### config.mk
export PLATFORM = sky130hd
export DESIGN_NAME = ptr_frame_asm_flat
export DESIGN_NICKNAME = d
export VERILOG_FILES = /design/src/rtl/ptr_frame_asm_if.sv /design/src/rtl/ptr_frame_asm.sv /design/src/flat_wrapper.sv
export SDC_FILE = /design/constraint.sdc
export NUM_CORES = 1
export LEC_CHECK = 0
export ABC_CLOCK_PERIOD_IN_PS = 3400
export BUFFER_PORTS_ARGS = -buffer_cell sky130_fd_sc_hd__buf_2
export CAP_MARGIN = 10
export CORE_MARGIN = 5
export CORE_UTILIZATION = 45
export CTS_BUF_LIST = sky130_fd_sc_hd__clkbuf_8
export CTS_CLUSTER_DIAMETER = 50
export DETAILED_ROUTE_END_ITERATION = 8
export PLACE_DENSITY = 0.79
export SYNTH_ARGS = -nofsm -noshare
export SYNTH_HDL_FRONTEND = slang
export SYNTH_SLANG_ARGS = --single-unit
### constraint.sdc
create_clock -name clk -period 3.4 [get_ports clk]
set_input_delay 0.17 -clock clk [delete_from_list [all_inputs] [get_ports clk]]
set_output_delay 0.17 -clock clk [all_outputs]
set_load 0.01 [all_outputs]
### src/rtl/ptr_frame_asm_if.sv
// Bundle between the paper-tape reader front end, its tape source and the processor I/O side.
// The slave modport is the reader itself; the master modport is whoever drives frames and commands.
interface ptr_frame_asm_if;
  logic        frame_valid;
  logic [7:0]  frame_data;
  logic        frame_ready;
  logic        mode_bin;
  logic        start;
  logic        clr;
  logic        busy;
  logic        flag;
  logic [35:0] word;

  modport master (
    output frame_valid, frame_data, mode_bin, start, clr,
    input  frame_ready, busy, flag, word
  );

  modport slave (
    input  frame_valid, frame_data, mode_bin, start, clr,
    output frame_ready, busy, flag, word
  );
endinterface

### src/rtl/ptr_frame_asm.sv
// Paper-tape reader front end: assembles 8-bit tape frames into 36-bit words,
// either six 6-bit binary frames per word or one alphanumeric frame per word.
module ptr_frame_asm #(
  parameter int unsigned FRAME_DLY = 8
) (
  input logic             clk,
  input logic             reset,
  ptr_frame_asm_if.slave  bus
);

  typedef enum logic [1:0] {
    ST_IDLE,
    ST_WAIT,
    ST_GAP,
    ST_DONE
  } state_e;

  localparam logic [7:0] GAP_LOAD = 8'(FRAME_DLY - 1);

  state_e      state_q, state_d;
  logic [35:0] word_q,  word_d;
  logic [2:0]  count_q, count_d;
  logic [7:0]  gap_q,   gap_d;
  logic        mode_q,  mode_d;
  logic        busy_q,  busy_d;
  logic        flag_q,  flag_d;
  logic        ready_q, ready_d;

  logic accept;
  assign accept = bus.frame_valid & ready_q;

  always_comb begin
    // NOTE: every next-state variable takes its current value first, so no path leaves one unassigned and no latch is inferred.
    state_d = state_q;
    word_d  = word_q;
    count_d = count_q;
    gap_d   = gap_q;
    mode_d  = mode_q;
    busy_d  = busy_q;
    flag_d  = flag_q;
    ready_d = ready_q;

    if (bus.clr) begin
      // clr beats a coincident start; the assembled word is left as it was
      state_d = ST_IDLE;
      busy_d  = 1'b0;
      flag_d  = 1'b0;
      count_d = '0;
      ready_d = 1'b0;
    end else begin
      unique case (state_q)
        ST_IDLE, ST_DONE: begin
          if (bus.start) begin
            state_d = ST_WAIT;
            word_d  = '0;
            count_d = '0;
            flag_d  = 1'b0;
            busy_d  = 1'b1;
            mode_d  = bus.mode_bin;
            ready_d = 1'b1;
          end
        end

        ST_WAIT: begin
          if (accept) begin
            if (!mode_q) begin
              word_d  = {28'b0, bus.frame_data};
              state_d = ST_DONE;
              flag_d  = 1'b1;
              busy_d  = 1'b0;
              ready_d = 1'b0;
            end else begin
              // blank (leader) frames have no hole 8 and are skipped, but still cost a tape advance
              if (bus.frame_data[7]) begin
                word_d  = {word_q[29:0], bus.frame_data[5:0]};
                count_d = count_q + 3'd1;
              end
              if (bus.frame_data[7] && (count_q == 3'd5)) begin
                state_d = ST_DONE;
                flag_d  = 1'b1;
                busy_d  = 1'b0;
                ready_d = 1'b0;
              end else begin
                state_d = ST_GAP;
                gap_d   = GAP_LOAD;
                ready_d = 1'b0;
              end
            end
          end
        end

        ST_GAP: begin
          if (gap_q == 8'd0) begin
            state_d = ST_WAIT;
            ready_d = 1'b1;
          end else begin
            gap_d = gap_q - 8'd1;
          end
        end

        default: state_d = ST_IDLE;
      endcase
    end
  end

  // NOTE: sequential state uses nonblocking assignments only, so every register samples pre-edge values.
  always_ff @(posedge clk or posedge reset) begin
    if (reset) begin
      state_q <= ST_IDLE;
      word_q  <= '0;
      count_q <= '0;
      gap_q   <= '0;
      mode_q  <= 1'b0;
      busy_q  <= 1'b0;
      flag_q  <= 1'b0;
      ready_q <= 1'b0;
    end else begin
      state_q <= state_d;
      word_q  <= word_d;
      count_q <= count_d;
      gap_q   <= gap_d;
      mode_q  <= mode_d;
      busy_q  <= busy_d;
      flag_q  <= flag_d;
      ready_q <= ready_d;
    end
  end

  assign bus.frame_ready = ready_q;
  assign bus.busy        = busy_q;
  assign bus.flag        = flag_q;
  assign bus.word        = word_q;

endmodule

### src/flat_wrapper.sv
// flat-port wrapper written by rule: the top's interface ports become plain ports
module ptr_frame_asm_flat 
#(
  parameter int unsigned FRAME_DLY = 8
)
  (clk, reset, bus_frame_valid, bus_frame_data, bus_mode_bin, bus_start, bus_clr, bus_frame_ready, bus_busy, bus_flag, bus_word);
  ptr_frame_asm_if bus_i ();
  input logic clk;
  input logic reset;
  input wire logic [$bits(bus_i.frame_valid)-1:0] bus_frame_valid;
  input wire logic [$bits(bus_i.frame_data)-1:0] bus_frame_data;
  input wire logic [$bits(bus_i.mode_bin)-1:0] bus_mode_bin;
  input wire logic [$bits(bus_i.start)-1:0] bus_start;
  input wire logic [$bits(bus_i.clr)-1:0] bus_clr;
  output wire logic [$bits(bus_i.frame_ready)-1:0] bus_frame_ready;
  output wire logic [$bits(bus_i.busy)-1:0] bus_busy;
  output wire logic [$bits(bus_i.flag)-1:0] bus_flag;
  output wire logic [$bits(bus_i.word)-1:0] bus_word;
  assign bus_i.frame_valid = bus_frame_valid;
  assign bus_i.frame_data = bus_frame_data;
  assign bus_i.mode_bin = bus_mode_bin;
  assign bus_i.start = bus_start;
  assign bus_i.clr = bus_clr;
  assign bus_frame_ready = bus_i.frame_ready;
  assign bus_busy = bus_i.busy;
  assign bus_flag = bus_i.flag;
  assign bus_word = bus_i.word;
  ptr_frame_asm #(.FRAME_DLY(FRAME_DLY)) u_core (.clk(clk), .reset(reset), .bus(bus_i));
endmodule
# --- Word-level counts from Yosys, hierarchy flattened ---
# Cells that the tools add are included.
# Widths: inputs -> output; s select.
word_totals:
  mem_bits_ro: 0
  in_bits: 14
  register_bits: 53
  memories: 0
  ram_bits: 0
  wordCells: 80
  output_inout_bits: 39
  latchBits: 0
op_classes:
  mux: 39
  eq_ne: 16
  div: 0
  bitwise_logic: 2
  n_reduce_logical: 13
  multipliers: 0
  n_lt_le_gt_ge: 0
  n_addsub: 2
  shift: 0
ops:
  columns: ["op", "count"]
  rows:
  - ["$mux 36", 4]
  - ["$pmux 36 s2", 1]
  - ["$mux 8", 4]
  - ["$pmux 8 s2", 1]
  - ["$mux 3", 5]
  - ["$mux 1", 14]
  - ["$mux 2", 5]
  - ["$reduce_and 5->1", 2]
  - ["$ne 3x2->1 const B", 3]
  - ["$ne 3x3->1 const B", 3]
  - ["$logic_not 8->1", 1]
  - ["$sub 8x1->8 const B", 1]
  - ["$ne 2x2->1 const B", 3]
  - ["$pmux 2 s3", 1]
  - ["$pmux 3 s2", 1]
  - ["$reduce_and 3->1", 2]
  - ["$reduce_and 6->1", 1]
  - ["$eq 2x2->1 const B", 2]
  - ["$ne 2x1->1 const B", 2]
  - ["$ne 4x4->1 const B", 1]
  - ["$pmux 1 s2", 2]
  - ["$reduce_and 4->1", 1]
  - ["$reduce_bool 2->1", 2]
  - ["$add 3x1->3 const B", 1]
  - ["9 further kinds", 9]

# --- Longest topological paths before layout ---
logic_depth:
  word_depth: 7
  depth_mapped: 8
  depth_no_buf: 6

# --- Least setup slack after synthesis ---
# OpenSTA, ideal clock, no wires.
synth_timing:
  kind: "register -> register"
  start: "register u_core.state_q[1]"
  end: "register u_core.gap_q[4]"
  t_required_ps: 3279
  arrival_ps: 1706
  n_path_buf: 2
  period_less_slack_ps: 1827
  path_stages_with_launch: 9
  path_slack_ps: 1573
  setup_ps: 121
  cell_sequence: "dfrtp_1 > inv_1 > ha_1 > buf_2 > and4_1 > a2bb2oi_2 > or2_2 > clkbuf_2 > a22o_2"
synth_via:
  elab_chain_len: 3
  word_cells_on_any_way: 9
  cone_classes: "6 x eq/ne; 1 x mux; 2 x reduce/logical"
synth_rtl:
  columns: ["element", "line", "rtl"]
  rows:
  - ["start, declared", "ptr_frame_asm.sv:20", "state_e state_q, state_d;"]
  - ["start signal, assigned", "ptr_frame_asm.sv:118", "state_q <= state_d;"]
  - ["$eq 2x2->1 or $eq 2x1->1 (tied branches)", "ptr_frame_asm.sv:51", "unique case (state_q)"]
  - ["$ne 2x2->1 (no source line), or another cell as far along", null, null]
  - ["$reduce_and 6->1 (no source line)", null, null]
  - ["end signal, assigned", "ptr_frame_asm.sv:121", "gap_q <= gap_d;"]
  - ["end, declared", "ptr_frame_asm.sv:23", "logic [7:0] gap_q, gap_d;"]
# Parallel ways exist; a longest one is shown, timed or not.
# A chain may end at the register's enable or synchronous reset.

# --- Worst setup path after layout ---
layout_timing:
  start: "register u_core.state_q[1]"
  end: "register u_core.word_q[29], in the netlist u_core.bus.word[29]"
layout_via:
  elab_chain_len: 4
  word_cells_on_any_way: 10
  cone_classes: "5 x eq/ne; 1 x mux; 4 x reduce/logical"
layout_rtl:
  columns: ["element", "line", "rtl"]
  rows:
  - ["$eq 2x2->1 or $logic_not 2->1 (tied branches)", "ptr_frame_asm.sv:51", null]
  - ["$reduce_or 2->1", "ptr_frame_asm.sv:51", null]
  - ["$ne 2x2->1 (no source line) or $reduce_bool 2->1 (tied branches)", null, null]
  - ["$reduce_and 5->1 (no source line)", null, null]
  - ["end signal, assigned", "ptr_frame_asm.sv:119", "word_q <= word_d;"]
  - ["end, declared", "ptr_frame_asm.sv:21", "logic [35:0] word_q, word_d;"]
# Parallel ways exist; a longest one is shown, timed or not.

==> metrics.txt <==
# TYPE chip_impl_metric gauge
chip_impl_info{name="min-delay-path-class",value="in2reg"} 1
chip_impl_metric{name="numCtsBuffers",unit=""} 5
chip_impl_metric{name="clock-skew-final",unit="ps"} 4.336
chip_impl_metric{name="timing.hold.ws",unit="ps"} 96.48
chip_impl_metric{name="finalCriticalPeriod",unit="ps"} 2337
chip_impl_metric{name="number_of_global_route_vias_before_repair",unit=""} 1979
chip_impl_metric{name="drt_first_iter_violations",unit=""} 158
chip_impl_info{name="cts_tree",value="built"} 1
chip_impl_metric{name="synthCells",unit=""} 278
chip_impl_metric{name="ioPinCount",unit=""} 53
chip_impl_metric{name="grt_start_max_net_pins",unit=""} 54
chip_impl_metric{name="groute.usage.overall",unit="%"} 15.18
chip_impl_metric{name="tightestPinTransition",unit="ps"} 912.5
chip_impl_info{name="run_status",value="completed"} 1
chip_impl_metric{name="setup_viol",unit=""} 0
chip_impl_metric{name="detailedPlacementHpwl",unit="um"} 3593
chip_impl_metric{name="post_cts_repair_timing_setup_buffer_count",unit=""} 0
chip_impl_info{name="rsz_0062_raised_after_global_routing",value="false"} 1
chip_impl_metric{name="routed-via-count",unit=""} 2104
chip_impl_metric{name="fp.dieArea",unit="um^2"} 7172
chip_impl_metric{name="global_route.overflow_total",unit=""} 0
chip_impl_metric{name="layout.nets",unit=""} 345
chip_impl_metric{name="synthesis.area_per_instance",unit="um^2"} 9.028
chip_impl_metric{name="clock-sinks",unit=""} 53
chip_impl_info{name="postSynth.topFlopCell",value="dfrtp_1"} 1
chip_impl_metric{name="h-tree-depth",unit=""} 2
chip_impl_metric{name="worstPathMaxFanout",unit=""} 44
chip_impl_metric{name="remaining_max_slew_budget_at_the_tightest_pin",unit="%"} 39.14
chip_impl_info{name="min-delay-start",value="bus_mode_bin"} 1
chip_impl_metric{name="netlist-cell-type-count",unit=""} 43
chip_impl_info{name="layout.cells.most_common",value="nand2_1"} 1
chip_impl_metric{name="synth_sequential_area_ratio",unit="%"} 52.84
chip_impl_metric{name="floorplan.initialDensity",unit="%"} 45.86
chip_impl_info{name="timing.critical_path.from",value="u_core.state_q[1]$_DFFE_PP0P_"} 1
chip_impl_info{name="critical_path_class",value="reg2reg"} 1
chip_impl_metric{name="antenna_found_initial",unit=""} 0
chip_impl_metric{name="power.share.switching",unit="%"} 39.48
chip_impl_metric{name="critPathArrivalTime",unit="ps"} 2520
chip_impl_metric{name="synth_enable_flop_cells",unit=""} 0
chip_impl_info{name="mostFrequentLayoutCells",value="nand2_1, dfrtp_1, buf_2"} 1
chip_impl_metric{name="grt_pass1_wl",unit="um"} 9121
chip_impl_metric{name="timing.final.hold_violations",unit=""} 0
chip_impl_info{name="worst_setup_path_end_kind",value="register"} 1
chip_impl_metric{name="die_width",unit="um"} 84.69
chip_impl_metric{name="number_of_maximum_capacitance_violations",unit=""} 0
chip_impl_metric{name="p_per_area",unit="nW/um^2"} 628.3
chip_impl_metric{name="finalWeightedCongestion",unit=""} 0.8340
chip_impl_metric{name="final_layout_size_suffix_gt1_share",unit="%"} 23.31
chip_impl_metric{name="tns",unit="ps"} 0
chip_impl_metric{name="drt-vias-per-instance",unit=""} 5.286
chip_impl_metric{name="synthToLayoutAreaGrowth",unit="%"} 17.45
chip_impl_metric{name="coreArea",unit="um^2"} 5473
chip_impl_metric{name="synth_warnings",unit=""} 0
chip_impl_metric{name="clock_path_buffers",unit=""} 2
chip_impl_metric{name="timing.final.crit_share",unit="%"} 68.73
chip_impl_metric{name="clk_pin_slew_worst_paths",unit="ps"} 90
chip_impl_metric{name="irDropWorstVdd",unit="mV"} 0.4827
chip_impl_metric{name="wire_per_inst",unit="um"} 12.87
chip_impl_metric{name="power.net_switching",unit="W"} 0.0007312
chip_impl_metric{name="postCtsResizedCells",unit=""} 0
chip_impl_metric{name="synth.net_count",unit=""} 298
chip_impl_metric{name="p_int",unit="W"} 0.001121
chip_impl_metric{name="final_core_utilization",unit="%"} 53.86
chip_impl_metric{name="power_frac_clock",unit="%"} 18.4
chip_impl_metric{name="io_buffer_count",unit=""} 52
chip_impl_metric{name="post_synth_instance_area",unit="um^2"} 2510
chip_impl_metric{name="wirelength",unit="um"} 5124
chip_impl_metric{name="drt_pass1_iterations",unit=""} 4
chip_impl_metric{name="synth.ff_latch_count",unit=""} 53
chip_impl_metric{name="n_diodes",unit=""} 0
chip_impl_metric{name="number_of_cell_rows",unit=""} 27
chip_impl_metric{name="power.combinational.fraction",unit="%"} 36.2
chip_impl_info{name="cts_root_buf",value="clkbuf_8"} 1
chip_impl_metric{name="async_flop_share",unit="%"} 100.0
chip_impl_metric{name="achievable-frequency",unit="MHz"} 427.9
chip_impl_metric{name="clock_insertion_delay_worst_skew",unit="ps"} 300
chip_impl_info{name="critPathLaunchType",value="register"} 1
chip_impl_metric{name="slew_violations",unit=""} 0
chip_impl_metric{name="total_leakage_power",unit="nW"} 1.387
chip_impl_info{name="worstReg2RegStart",value="u_core.state_q[1]$_DFFE_PP0P_"} 1
chip_impl_metric{name="power",unit="W"} 0.001852
chip_impl_metric{name="worst_path_required",unit="ps"} 3580
chip_impl_metric{name="die_height",unit="um"} 84.69
chip_impl_metric{name="route.antenna.remaining_nets",unit=""} 0
chip_impl_metric{name="post-route-drc-count",unit=""} 0
chip_impl_metric{name="power.sequential.fraction",unit="%"} 45.3
[area by class of cell]
| class | instances | area (um^2) |
|---|---|---|
| Clock buffer | 5 | 68.82 |
| Clock inverter | 3 | 15.01 |
| Fill cell | 514 | 2525 |
| Inverter | 9 | 33.78 |
| Multi-Input combinational cell | 199 | 1101 |
| Sequential cell | 53 | 1326 |
| Tap cell | 72 | 90.09 |
| Timing Repair Buffer | 57 | 312.8 |
[flip-flops by register name, summed over array words and instances (netlist names)]
signal / flops
u_core.state_q: 2
u_core.bus.word: 36
u_core.count_q: 3
u_core.gap_q: 8
u_core.bus.frame_ready: 1
u_core.bus.busy: 1
u_core.bus.flag: 1
u_core.mode_q: 1
[Yosys cell counts (2+ instances only)]
| cell type | count | area [um^2] |
|---|---|---|
| nand2_1 | 83 | 311.6 |
| dfrtp_1 | 53 | 1326 |
| o21ai_0 | 44 | 220.2 |
| clkbuf_1 | 14 | 52.55 |
| inv_1 | 9 | 33.78 |
| nor2_1 | 7 | 26.28 |
| ha_1 | 6 | 75.07 |
| nor3_1 | 6 | 30.03 |
| o31ai_1 | 6 | 45.04 |
| a21oi_1 | 3 | 15.01 |
| mux2_2 | 3 | 33.78 |
| nor2b_1 | 3 | 18.77 |
| o21a_1 | 3 | 22.52 |
| or3_1 | 3 | 18.77 |
| a211oi_1 | 2 | 15.01 |
| a221oi_1 | 2 | 17.52 |
| and2_1 | 2 | 12.51 |
| nand2b_1 | 2 | 12.51 |
| nand3_1 | 2 | 10.01 |
| nor4_1 | 2 | 12.51 |
[power by group through the flow]
| stage | clock (W) | combinational, W | sequential, W |
|---|---|---|---|
| 2_1_floorplan | 0 | 0.000468 | 0.000852 |
| 3_3_place_gp | 0 | 0.000657 | 0.000844 |
| 3_5_place_dp | 0 | 0.000668 | 0.000851 |
| 4_1_cts | 0.000348 | 0.000671 | 0.000838 |
| 5_1_grt | 0.000376 | 0.000758 | 0.000858 |
| 6_report | 0.000342 | 0.000671 | 0.000839 |
[stage by stage]
stage | cell area (um^2) | worst slack, ps | cells
global placement | 2834 | 1151 | 388
floorplan | 2510 | 1573 | 278
detailed placement | 2834 | 1067 | 388
CTS | 2918 | 1059 | 396
global route | 2948 | 855.5 | 398
finish | 2948 | 1063 | 398
[repair_timing]
action,4_1_cts,5_1_grt
hold buffers,0,1
endpoints found under the setup margin,0,0
hold endpoints to repair,0,7
[kinds of logic (layout without fill, tap and decap cells)]
logic type | after synthesis | count (layout) | synth area share (%)
AND/OR/NAND/NOR | 118 | 118 | 20.69
AO/OA/AOI/OAI | 72 | 72 | 18.15
flip-flops | 53 | 53 | 52.84
buffers and inverters | 26 | 74 | 3.987
adder cells (fa/ha/maj) | 6 | 6 | 2.991
multiplexers | 3 | 3 | 1.346
[worst max-delay path, cell delays in order, from the launching register on]
cell and delay [ps]:
dfrtp_1 410, inv_1 60, ha_1 130, buf_4 200, nand2_1 110, o2111ai_4 740, buf_4 390, o21ai_0 140
[layer usage]
| layer | vias up | track usage [%] | part of all wire (%) |
|---|---|---|---|
| li1 | 1055 | - | - |
| met1 | 996 | 20.66 | 48 |
| met2 | 48 | 24.41 | 46 |
| met3 | 5 | 4.024 | 4.8 |
| met4 | 0 | 3.309 | 0.94 |
| met5 | - | 0 | 0 |
[worst paths after layout]
kind                                                    to  slack, ps  cells after the start
hold / removal                   u_core.mode_q$_DFFE_PP0P_        100                      2
hold reg to reg            u_core.bus.word[34]$_DFFE_PP0P_        480                      2
setup reg to reg           u_core.bus.word[29]$_DFFE_PP0P_       1060                      7
setup / recovery           u_core.bus.word[29]$_DFFE_PP0P_       1060                      7
min in group asynchronous  u_core.bus.word[29]$_DFFE_PP0P_        300                      3
max in group asynchronous   u_core.bus.word[1]$_DFFE_PP0P_       2620                      4
Power figures use the tool's default switching activity.
